===== config.mk =====
export PLATFORM = sky130hd
export DESIGN_NAME = hazard_ctrl_flat
export DESIGN_NICKNAME = d
export VERILOG_FILES = /design/src/rtl/hazard_ctrl_pkg.sv /design/src/rtl/hazard_ctrl_if.sv /design/src/rtl/hazard_ctrl_reg_scoreboard.sv /design/src/rtl/hazard_ctrl.sv /design/src/flat_wrapper.sv
export SDC_FILE = /design/constraint.sdc
export NUM_CORES = 1
export LEC_CHECK = 0
export CAP_MARGIN = 20
export CELL_PAD_IN_SITES_DETAIL_PLACEMENT = 0
export CELL_PAD_IN_SITES_GLOBAL_PLACEMENT = 1
export CORE_ASPECT_RATIO = 0.5
export CORE_MARGIN = 2
export CORE_UTILIZATION = 41
export CTS_BUF_LIST = sky130_fd_sc_hd__clkbuf_8 sky130_fd_sc_hd__clkbuf_16
export CTS_CLUSTER_SIZE = 20
export DETAILED_ROUTE_END_ITERATION = 10
export PLACE_DENSITY = 0.92
export SYNTH_ARGS = -nofsm -noshare
export SYNTH_HDL_FRONTEND = slang
export SYNTH_SLANG_ARGS = --single-unit

===== constraint.sdc =====
create_clock -name i_clk -period 6.3 [get_ports i_clk]
set_clock_uncertainty 0.2 [all_clocks]
set_input_delay 1.575 -clock i_clk [delete_from_list [all_inputs] [get_ports i_clk]]
set_output_delay 1.575 -clock i_clk [all_outputs]
set_load 0.03 [all_outputs]

===== src/rtl/hazard_ctrl_pkg.sv =====
// Shared types and constants for the hazard controller and its register scoreboard.
package hazard_ctrl_pkg;

    localparam int unsigned CNT_W_DEF = 2;
    localparam int unsigned NUM_REGS  = 32;

    // Active pipeline-control case, highest priority last.
    typedef enum logic [1:0] {
        HzNone,
        HzRaw,
        HzRedirect,
        HzMemwait
    } hz_case_e;

    function automatic logic [31:0] sat_inc32(input logic [31:0] val);
        return (val == 32'hffff_ffff) ? val : val + 32'd1;
    endfunction

endpackage


===== src/rtl/hazard_ctrl_if.sv =====
// Pipeline-to-hazard-controller bundle: ID/EX/WB status in, stall/flush/status out.
interface hazard_ctrl_if;

    logic        i_id_vld;
    logic [4:0]  i_id_rs1_addr;
    logic        i_id_rs1_used;
    logic [4:0]  i_id_rs2_addr;
    logic        i_id_rs2_used;
    logic [4:0]  i_id_rd_addr;
    logic        i_id_rd_wren;
    logic        i_ex_vld;
    logic        i_ex_pc_sel;
    logic        i_wb_vld;
    logic [4:0]  i_wb_rd_addr;
    logic        i_wb_rd_wren;
    logic        i_mem_wait;

    logic        o_stall_pc;
    logic        o_stall_if_id;
    logic        o_stall_id_ex;
    logic        o_stall_ex_mem;
    logic        o_flush_if_id;
    logic        o_flush_id_ex;
    logic        o_flush_mem_wb;
    logic [31:0] o_busy_mask;
    logic [31:0] o_stall_cycles;
    logic [31:0] o_flush_events;
    logic        o_sb_err;

    modport master (
        output i_id_vld, i_id_rs1_addr, i_id_rs1_used, i_id_rs2_addr, i_id_rs2_used,
               i_id_rd_addr, i_id_rd_wren, i_ex_vld, i_ex_pc_sel, i_wb_vld,
               i_wb_rd_addr, i_wb_rd_wren, i_mem_wait,
        input  o_stall_pc, o_stall_if_id, o_stall_id_ex, o_stall_ex_mem, o_flush_if_id,
               o_flush_id_ex, o_flush_mem_wb, o_busy_mask, o_stall_cycles, o_flush_events,
               o_sb_err
    );

    modport slave (
        input  i_id_vld, i_id_rs1_addr, i_id_rs1_used, i_id_rs2_addr, i_id_rs2_used,
               i_id_rd_addr, i_id_rd_wren, i_ex_vld, i_ex_pc_sel, i_wb_vld,
               i_wb_rd_addr, i_wb_rd_wren, i_mem_wait,
        output o_stall_pc, o_stall_if_id, o_stall_id_ex, o_stall_ex_mem, o_flush_if_id,
               o_flush_id_ex, o_flush_mem_wb, o_busy_mask, o_stall_cycles, o_flush_events,
               o_sb_err
    );

endinterface


===== src/rtl/hazard_ctrl_reg_scoreboard.sv =====
// Per-register pending-write counters with two source lookups and optional WB bypass.
module hazard_ctrl_reg_scoreboard
    import hazard_ctrl_pkg::*;
#(
    parameter int unsigned CNT_W     = CNT_W_DEF,
    parameter bit          WB_BYPASS = 1'b0
) (
    input  logic        i_clk,
    input  logic        i_reset,
    input  logic        i_inc_en,
    input  logic [4:0]  i_inc_addr,
    input  logic        i_dec_en,
    input  logic [4:0]  i_dec_addr,
    input  logic [4:0]  i_rs1_addr,
    input  logic [4:0]  i_rs2_addr,
    output logic        o_rs1_pend,
    output logic        o_rs2_pend,
    output logic [31:0] o_busy_mask,
    output logic        o_err
);

    localparam logic [CNT_W-1:0] CntMax = {CNT_W{1'b1}};

    logic [CNT_W-1:0] cnt_q [NUM_REGS];
    logic [CNT_W-1:0] cnt_d [NUM_REGS];
    logic             err_q, err_d;
    logic             inc_hit, dec_hit;

    always_comb begin
        err_d   = err_q;
        inc_hit = 1'b0;
        dec_hit = 1'b0;
        cnt_d[0] = '0;
        for (int r = 1; r < NUM_REGS; r++) begin
            cnt_d[r] = cnt_q[r];
            inc_hit  = i_inc_en && (i_inc_addr == 5'(r));
            dec_hit  = i_dec_en && (i_dec_addr == 5'(r));
            // Simultaneous issue and retire to one register cancel out.
            if (inc_hit && !dec_hit) begin
                if (cnt_q[r] == CntMax) err_d = 1'b1;
                else                    cnt_d[r] = cnt_q[r] + CNT_W'(1);
            end else if (dec_hit && !inc_hit) begin
                if (cnt_q[r] == '0) err_d = 1'b1;
                else                cnt_d[r] = cnt_q[r] - CNT_W'(1);
            end
        end
    end

    always_ff @(posedge i_clk or negedge i_reset) begin
        if (!i_reset) begin
            for (int r = 0; r < NUM_REGS; r++) cnt_q[r] <= '0;
            err_q <= 1'b0;
        end else begin
            for (int r = 0; r < NUM_REGS; r++) cnt_q[r] <= cnt_d[r];
            err_q <= err_d;
        end
    end

    always_comb begin
        o_busy_mask = '0;
        for (int r = 1; r < NUM_REGS; r++) o_busy_mask[r] = (cnt_q[r] != '0);
    end

    // With bypass, the last outstanding write retiring this cycle is already visible.
    always_comb begin
        o_rs1_pend = (i_rs1_addr != 5'd0) && (cnt_q[i_rs1_addr] != '0) &&
                     !(WB_BYPASS && (cnt_q[i_rs1_addr] == CNT_W'(1)) &&
                       i_dec_en && (i_dec_addr == i_rs1_addr));
        o_rs2_pend = (i_rs2_addr != 5'd0) && (cnt_q[i_rs2_addr] != '0) &&
                     !(WB_BYPASS && (cnt_q[i_rs2_addr] == CNT_W'(1)) &&
                       i_dec_en && (i_dec_addr == i_rs2_addr));
    end

    assign o_err = err_q;

endmodule


===== src/rtl/hazard_ctrl.sv =====
// Stall/flush sequencer for the non-forwarding 5-stage pipeline, with perf counters.
module hazard_ctrl
    import hazard_ctrl_pkg::*;
#(
    parameter int unsigned CNT_W     = CNT_W_DEF,
    parameter bit          WB_BYPASS = 1'b0
) (
    input  logic         i_clk,
    input  logic         i_reset,
    hazard_ctrl_if.slave bus
);

    logic     rs1_pend, rs2_pend;
    logic     redirect, raw, issue;
    logic     inc_en, dec_en;
    hz_case_e hz;
    logic     busy_err;
    logic [31:0] busy_mask;
    logic [31:0] stall_cycles_q, flush_events_q;

    assign redirect = bus.i_ex_vld & bus.i_ex_pc_sel;
    assign raw      = bus.i_id_vld & ((bus.i_id_rs1_used & rs1_pend) |
                                      (bus.i_id_rs2_used & rs2_pend));

    always_comb begin
        if (bus.i_mem_wait)  hz = HzMemwait;
        else if (redirect)   hz = HzRedirect;
        else if (raw)        hz = HzRaw;
        else                 hz = HzNone;
    end

    assign issue  = bus.i_id_vld & (hz == HzNone);
    assign inc_en = issue & bus.i_id_rd_wren & (bus.i_id_rd_addr != 5'd0);
    assign dec_en = bus.i_wb_vld & bus.i_wb_rd_wren & (bus.i_wb_rd_addr != 5'd0);

    hazard_ctrl_reg_scoreboard #(
        .CNT_W     (CNT_W),
        .WB_BYPASS (WB_BYPASS)
    ) u_scoreboard (
        .i_clk       (i_clk),
        .i_reset     (i_reset),
        .i_inc_en    (inc_en),
        .i_inc_addr  (bus.i_id_rd_addr),
        .i_dec_en    (dec_en),
        .i_dec_addr  (bus.i_wb_rd_addr),
        .i_rs1_addr  (bus.i_id_rs1_addr),
        .i_rs2_addr  (bus.i_id_rs2_addr),
        .o_rs1_pend  (rs1_pend),
        .o_rs2_pend  (rs2_pend),
        .o_busy_mask (busy_mask),
        .o_err       (busy_err)
    );

    // Control outputs are held low while reset is asserted.
    always_comb begin
        bus.o_stall_pc     = 1'b0;
        bus.o_stall_if_id  = 1'b0;
        bus.o_stall_id_ex  = 1'b0;
        bus.o_stall_ex_mem = 1'b0;
        bus.o_flush_if_id  = 1'b0;
        bus.o_flush_id_ex  = 1'b0;
        bus.o_flush_mem_wb = 1'b0;
        if (i_reset) begin
            unique case (hz)
                HzMemwait: begin
                    bus.o_stall_pc     = 1'b1;
                    bus.o_stall_if_id  = 1'b1;
                    bus.o_stall_id_ex  = 1'b1;
                    bus.o_stall_ex_mem = 1'b1;
                    bus.o_flush_mem_wb = 1'b1;
                end
                HzRedirect: begin
                    bus.o_flush_if_id = 1'b1;
                    bus.o_flush_id_ex = 1'b1;
                end
                HzRaw: begin
                    bus.o_stall_pc    = 1'b1;
                    bus.o_stall_if_id = 1'b1;
                    bus.o_flush_id_ex = 1'b1;
                end
                default: ;
            endcase
        end
    end

    always_ff @(posedge i_clk or negedge i_reset) begin
        if (!i_reset) begin
            stall_cycles_q <= '0;
            flush_events_q <= '0;
        end else begin
            if ((hz == HzMemwait) || (hz == HzRaw)) stall_cycles_q <= sat_inc32(stall_cycles_q);
            if (hz == HzRedirect)                   flush_events_q <= sat_inc32(flush_events_q);
        end
    end

    assign bus.o_busy_mask    = busy_mask;
    assign bus.o_stall_cycles = stall_cycles_q;
    assign bus.o_flush_events = flush_events_q;
    assign bus.o_sb_err       = busy_err;

endmodule

===== src/flat_wrapper.sv =====
// flat-port wrapper written by rule: the top's interface ports become plain ports
module hazard_ctrl_flat import hazard_ctrl_pkg::*;
#(
    parameter int unsigned CNT_W     = CNT_W_DEF,
    parameter bit          WB_BYPASS = 1'b0
)
  (i_clk, i_reset, bus_i_id_vld, bus_i_id_rs1_addr, bus_i_id_rs1_used, bus_i_id_rs2_addr, bus_i_id_rs2_used, bus_i_id_rd_addr, bus_i_id_rd_wren, bus_i_ex_vld, bus_i_ex_pc_sel, bus_i_wb_vld, bus_i_wb_rd_addr, bus_i_wb_rd_wren, bus_i_mem_wait, bus_o_stall_pc, bus_o_stall_if_id, bus_o_stall_id_ex, bus_o_stall_ex_mem, bus_o_flush_if_id, bus_o_flush_id_ex, bus_o_flush_mem_wb, bus_o_busy_mask, bus_o_stall_cycles, bus_o_flush_events, bus_o_sb_err);
  hazard_ctrl_if bus_i ();
  input  logic i_clk;
  input  logic i_reset;
  input wire logic [$bits(bus_i.i_id_vld)-1:0] bus_i_id_vld;
  input wire logic [$bits(bus_i.i_id_rs1_addr)-1:0] bus_i_id_rs1_addr;
  input wire logic [$bits(bus_i.i_id_rs1_used)-1:0] bus_i_id_rs1_used;
  input wire logic [$bits(bus_i.i_id_rs2_addr)-1:0] bus_i_id_rs2_addr;
  input wire logic [$bits(bus_i.i_id_rs2_used)-1:0] bus_i_id_rs2_used;
  input wire logic [$bits(bus_i.i_id_rd_addr)-1:0] bus_i_id_rd_addr;
  input wire logic [$bits(bus_i.i_id_rd_wren)-1:0] bus_i_id_rd_wren;
  input wire logic [$bits(bus_i.i_ex_vld)-1:0] bus_i_ex_vld;
  input wire logic [$bits(bus_i.i_ex_pc_sel)-1:0] bus_i_ex_pc_sel;
  input wire logic [$bits(bus_i.i_wb_vld)-1:0] bus_i_wb_vld;
  input wire logic [$bits(bus_i.i_wb_rd_addr)-1:0] bus_i_wb_rd_addr;
  input wire logic [$bits(bus_i.i_wb_rd_wren)-1:0] bus_i_wb_rd_wren;
  input wire logic [$bits(bus_i.i_mem_wait)-1:0] bus_i_mem_wait;
  output wire logic [$bits(bus_i.o_stall_pc)-1:0] bus_o_stall_pc;
  output wire logic [$bits(bus_i.o_stall_if_id)-1:0] bus_o_stall_if_id;
  output wire logic [$bits(bus_i.o_stall_id_ex)-1:0] bus_o_stall_id_ex;
  output wire logic [$bits(bus_i.o_stall_ex_mem)-1:0] bus_o_stall_ex_mem;
  output wire logic [$bits(bus_i.o_flush_if_id)-1:0] bus_o_flush_if_id;
  output wire logic [$bits(bus_i.o_flush_id_ex)-1:0] bus_o_flush_id_ex;
  output wire logic [$bits(bus_i.o_flush_mem_wb)-1:0] bus_o_flush_mem_wb;
  output wire logic [$bits(bus_i.o_busy_mask)-1:0] bus_o_busy_mask;
  output wire logic [$bits(bus_i.o_stall_cycles)-1:0] bus_o_stall_cycles;
  output wire logic [$bits(bus_i.o_flush_events)-1:0] bus_o_flush_events;
  output wire logic [$bits(bus_i.o_sb_err)-1:0] bus_o_sb_err;
  assign bus_i.i_id_vld = bus_i_id_vld;
  assign bus_i.i_id_rs1_addr = bus_i_id_rs1_addr;
  assign bus_i.i_id_rs1_used = bus_i_id_rs1_used;
  assign bus_i.i_id_rs2_addr = bus_i_id_rs2_addr;
  assign bus_i.i_id_rs2_used = bus_i_id_rs2_used;
  assign bus_i.i_id_rd_addr = bus_i_id_rd_addr;
  assign bus_i.i_id_rd_wren = bus_i_id_rd_wren;
  assign bus_i.i_ex_vld = bus_i_ex_vld;
  assign bus_i.i_ex_pc_sel = bus_i_ex_pc_sel;
  assign bus_i.i_wb_vld = bus_i_wb_vld;
  assign bus_i.i_wb_rd_addr = bus_i_wb_rd_addr;
  assign bus_i.i_wb_rd_wren = bus_i_wb_rd_wren;
  assign bus_i.i_mem_wait = bus_i_mem_wait;
  assign bus_o_stall_pc = bus_i.o_stall_pc;
  assign bus_o_stall_if_id = bus_i.o_stall_if_id;
  assign bus_o_stall_id_ex = bus_i.o_stall_id_ex;
  assign bus_o_stall_ex_mem = bus_i.o_stall_ex_mem;
  assign bus_o_flush_if_id = bus_i.o_flush_if_id;
  assign bus_o_flush_id_ex = bus_i.o_flush_id_ex;
  assign bus_o_flush_mem_wb = bus_i.o_flush_mem_wb;
  assign bus_o_busy_mask = bus_i.o_busy_mask;
  assign bus_o_stall_cycles = bus_i.o_stall_cycles;
  assign bus_o_flush_events = bus_i.o_flush_events;
  assign bus_o_sb_err = bus_i.o_sb_err;
  hazard_ctrl #(.CNT_W(CNT_W), .WB_BYPASS(WB_BYPASS)) u_core (.i_clk(i_clk), .i_reset(i_reset), .bus(bus_i));
endmodule

==> results.json <==
{
  "status": "completed",
  "worst_setup_path_end_kind": "output port",
  "synthesis.area_mm2": 0.00885,
  "ant_nets": 0,
  "numCtsBuffers": 17,
  "fmax_mhz": 164,
  "grt_max_degree": 67,
  "peakVddDrop_uv": 155,
  "vias": 8268,
  "drt_wl_total_um": 26200,
  "avgSynthCellArea_um2": 8.40,
  "n_fill_cell": 1885,
  "worst_slew_pin_slew_ns": 0.926,
  "synth-main-ff-cell": "dfrtp_1",
  "overflow": 0,
  "io_pins": 135,
  "ys_warn_count": 0,
  "clock-sinks": 127,
  "tns_ns": 0,
  "slew_headroom_pct": 37.6,
  "worstPathArrival_ns": 4.33,
  "port_buffers": 133,
  "antenna_found_initial": 0,
  "gp_congestion": 0.939,
  "hold_viol_final": 0,
  "critical_path_class": "primary input to output port",
  "synthTopCellsByArea": "dfrtp_1, ha_1, nand2_1",
  "die_x_um": 212,
  "nets": 1327,
  "dp.final_hpwl_um": 20600,
  "synth_top_area_cell": "dfrtp_1",
  "start_kind": "primary input",
  "fp-row-count": 37,
  "diodes": 0,
  "layout-drive-gt1-share_pct": 9.73,
  "fin_ws_ns": 0.197,
  "place_ws_ns": 0.137,
  "grt_first_pass_wirelength_um": 41500,
  "period_minus_slack_ns": 6.10,
  "power_density_mw_per_mm2": 210,
  "die-area_mm2": 0.0229,
  "hold_path_class": "flip-flop to flip-flop",
  "die_h_um": 108,
  "clk_pin_slew_ns": 0.07,
  "setup_viol": 0,
  "utilization_pct": 54.9,
  "synthesis.nets": 1151,
  "cts_setup_buffers": 0,
  "seq_area_frac_synth_pct": 35.9,
  "synth_edf_count": 0,
  "h-tree-depth": 4,
  "grt_pass1_vias": 7893,
  "grt_use_total_pct": 23.7,
  "ys_types": 56,
  "drc": 0,
  "final_max_slew_viol_count": 0,
  "clk_path_buf_depth": 2,
  "finalCritPeriodShare_pct": 96.9,
  "p_leak_nw": 5.58,
  "crit_required_ns": 4.53,
  "core_area_mm2": 0.0209,
  "cts_root_buffer": "clkbuf_16",
  "drt-initial-drc-count": 672,
  "cts_tree": "done",
  "vias_per_cell": 5.39,
  "wire_per_inst_um": 17.0,
  "insertion_delay_ns": 0.44,
  "areaGrowthSynthToFinish_pct": 29.6,
  "first_pass_iters": 5,
  "drv_cap": 0,
  "ys_seq_elements": 127,
  "initial_core_util_pct": 42.4,
  "synth_cells": 1054,
  "worstPathMaxFanout": 17,
  "rsz0062_at_grt": "false",
  "synthArstFlopShare_pct": 100,
  "netlist.area_leader.share_pct": 35.9
}
## layout by cell type (no fill, tap or decap), drive strengths merged, types with 30 or more instances in the layout
cell type and instances:
xnor2 31, ha 66, nand2 122, dfrtp 127, xor2 31, o21ai 75, buf 60, nand3 38
nor2 95, nor3b 38, nor3 31, a31oi 30, a21oi 32, nor2b 38, inv 109, clkdlybuf4s50 128
## cell families after synthesis
| logic type | after synthesis | synth area share [%] |
|---|---|---|
| AO/OA/AOI/OAI | 188 | 13.2 |
| XOR/XNOR | 62 | 6.13 |
| adder cells (fa/ha/maj) | 67 | 9.44 |
| buffers and inverters | 137 | 6.15 |
| flip-flops | 127 | 35.9 |
| multiplexers | 27 | 3.80 |
| other | 1 | 0.0424 |
| AND/OR/NAND/NOR | 445 | 25.3 |
## Yosys cell counts, drive strengths merged (2+ instances only)
cell	n
dfrtp	127
o21ai	75
and3	7
nand4	16
a31oi	30
nor4	11
mux2i	19
or2	11
nor3b	38
nor2	95
ha	66
xnor2	31
nor2b	38
o41ai	2
clkbuf	25
mux4	5
nand2	122
o221a	4
mux2	3
o21bai	16
and4	3
nor4b	3
a32oi	2
o31ai	2
nand3	38
xor2	31
a311oi	2
nor3	31
a2111oi	4
a21oi	32
buf	6
nand3b	2
inv	106
nand2b	17
and2	7
or3	4
a211oi	9
o311ai	2
or4	2
## registers in the layout (all words and copies together) (netlist names)
| name | cells |
|---|---|
| u_core.bus.o_flush_events | 32 |
| u_core.bus.o_stall_cycles | 32 |
| u_core.u_scoreboard.cnt_q | 62 |
| u_core.u_scoreboard.o_err | 1 |
## metrics by stage
step	area (um^2)	instances	hold WS, ns	power, mW
6_report	11500	1535	0.291	2.41
5_1_grt	11500	1535	0.313	2.51
4_1_cts	11500	1535	0.299	2.43
3_5_place_dp	10800	1503	0.286	1.34
3_3_place_gp	10800	1503	0.279	1.33
2_1_floorplan	8850	1054	0.279	1.16
## final cells by class
cell class / count / area [um^2] / share of cell area [%]
multi-input combinational: 790 / 5140 / 44.8
inverter: 106 / 398 / 3.47
sequential: 127 / 3180 / 27.7
clock buffer: 18 / 439 / 3.83
tap: 292 / 365 / 3.18
clock inverter: 14 / 206 / 1.80
timing repair buffer: 188 / 1750 / 15.2
## final timing paths
| check | startpoint | to | slack [ns] | cells past startpoint |
|---|---|---|---|---|
| max in group asynchronous | i_reset | u_core.u_scoreboard.cnt_q[55] | 3.34 | 3 |
| max | bus_i_id_rs1_addr[0] | bus_o_flush_id_ex | 0.20 | 12 |
| min reg2reg | u_core.bus.o_flush_events[8] | u_core.bus.o_flush_events[8] | 0.29 | 1 |
| min | u_core.bus.o_flush_events[8] | u_core.bus.o_flush_events[8] | 0.29 | 1 |
| min in group asynchronous | i_reset | u_core.u_scoreboard.cnt_q[53] | 1.13 | 2 |
| max reg2reg | u_core.u_scoreboard.cnt_q[6] | u_core.u_scoreboard.o_err | 1.48 | 21 |
## metal layers
metal  up-vias  part of all wire (%)  global-route usage, %
met2       242                    46                   37.6
met4         0                   1.9                   8.25
met1      4013                    47                   32.2
li1       3977                     -                      -
met3        36                   6.0                   4.96
met5         -                     0                      0
## what timing repair did
| action | in CTS | in global routing |
|---|---|---|
| resized for setup | 0 | 1 |
| setup endpoints to repair | 0 | 2 |
| hold buffers | 0 | 0 |
## power by group
| group | internal [mW] | switching (mW) |
|---|---|---|
| combinational | 0.169 | 0.238 |
| clock | 0.679 | 0.405 |
| sequential | 0.862 | 0.0588 |
| total | 1.71 | 0.701 |
## worst max-delay path, cell delays in order
cell	delay [ns]
clkdlybuf4s50_1	0.51
buf_12	0.15
mux4_2	0.49
nor3_1	0.15
o41ai_1	0.09
a221o_1	0.37
o221ai_2	0.08
a31oi_1	0.14
buf_4	0.18
ha_1	0.30
nor2b_1	0.12
buf_4	0.17
(Power assumes the default switching activity.)
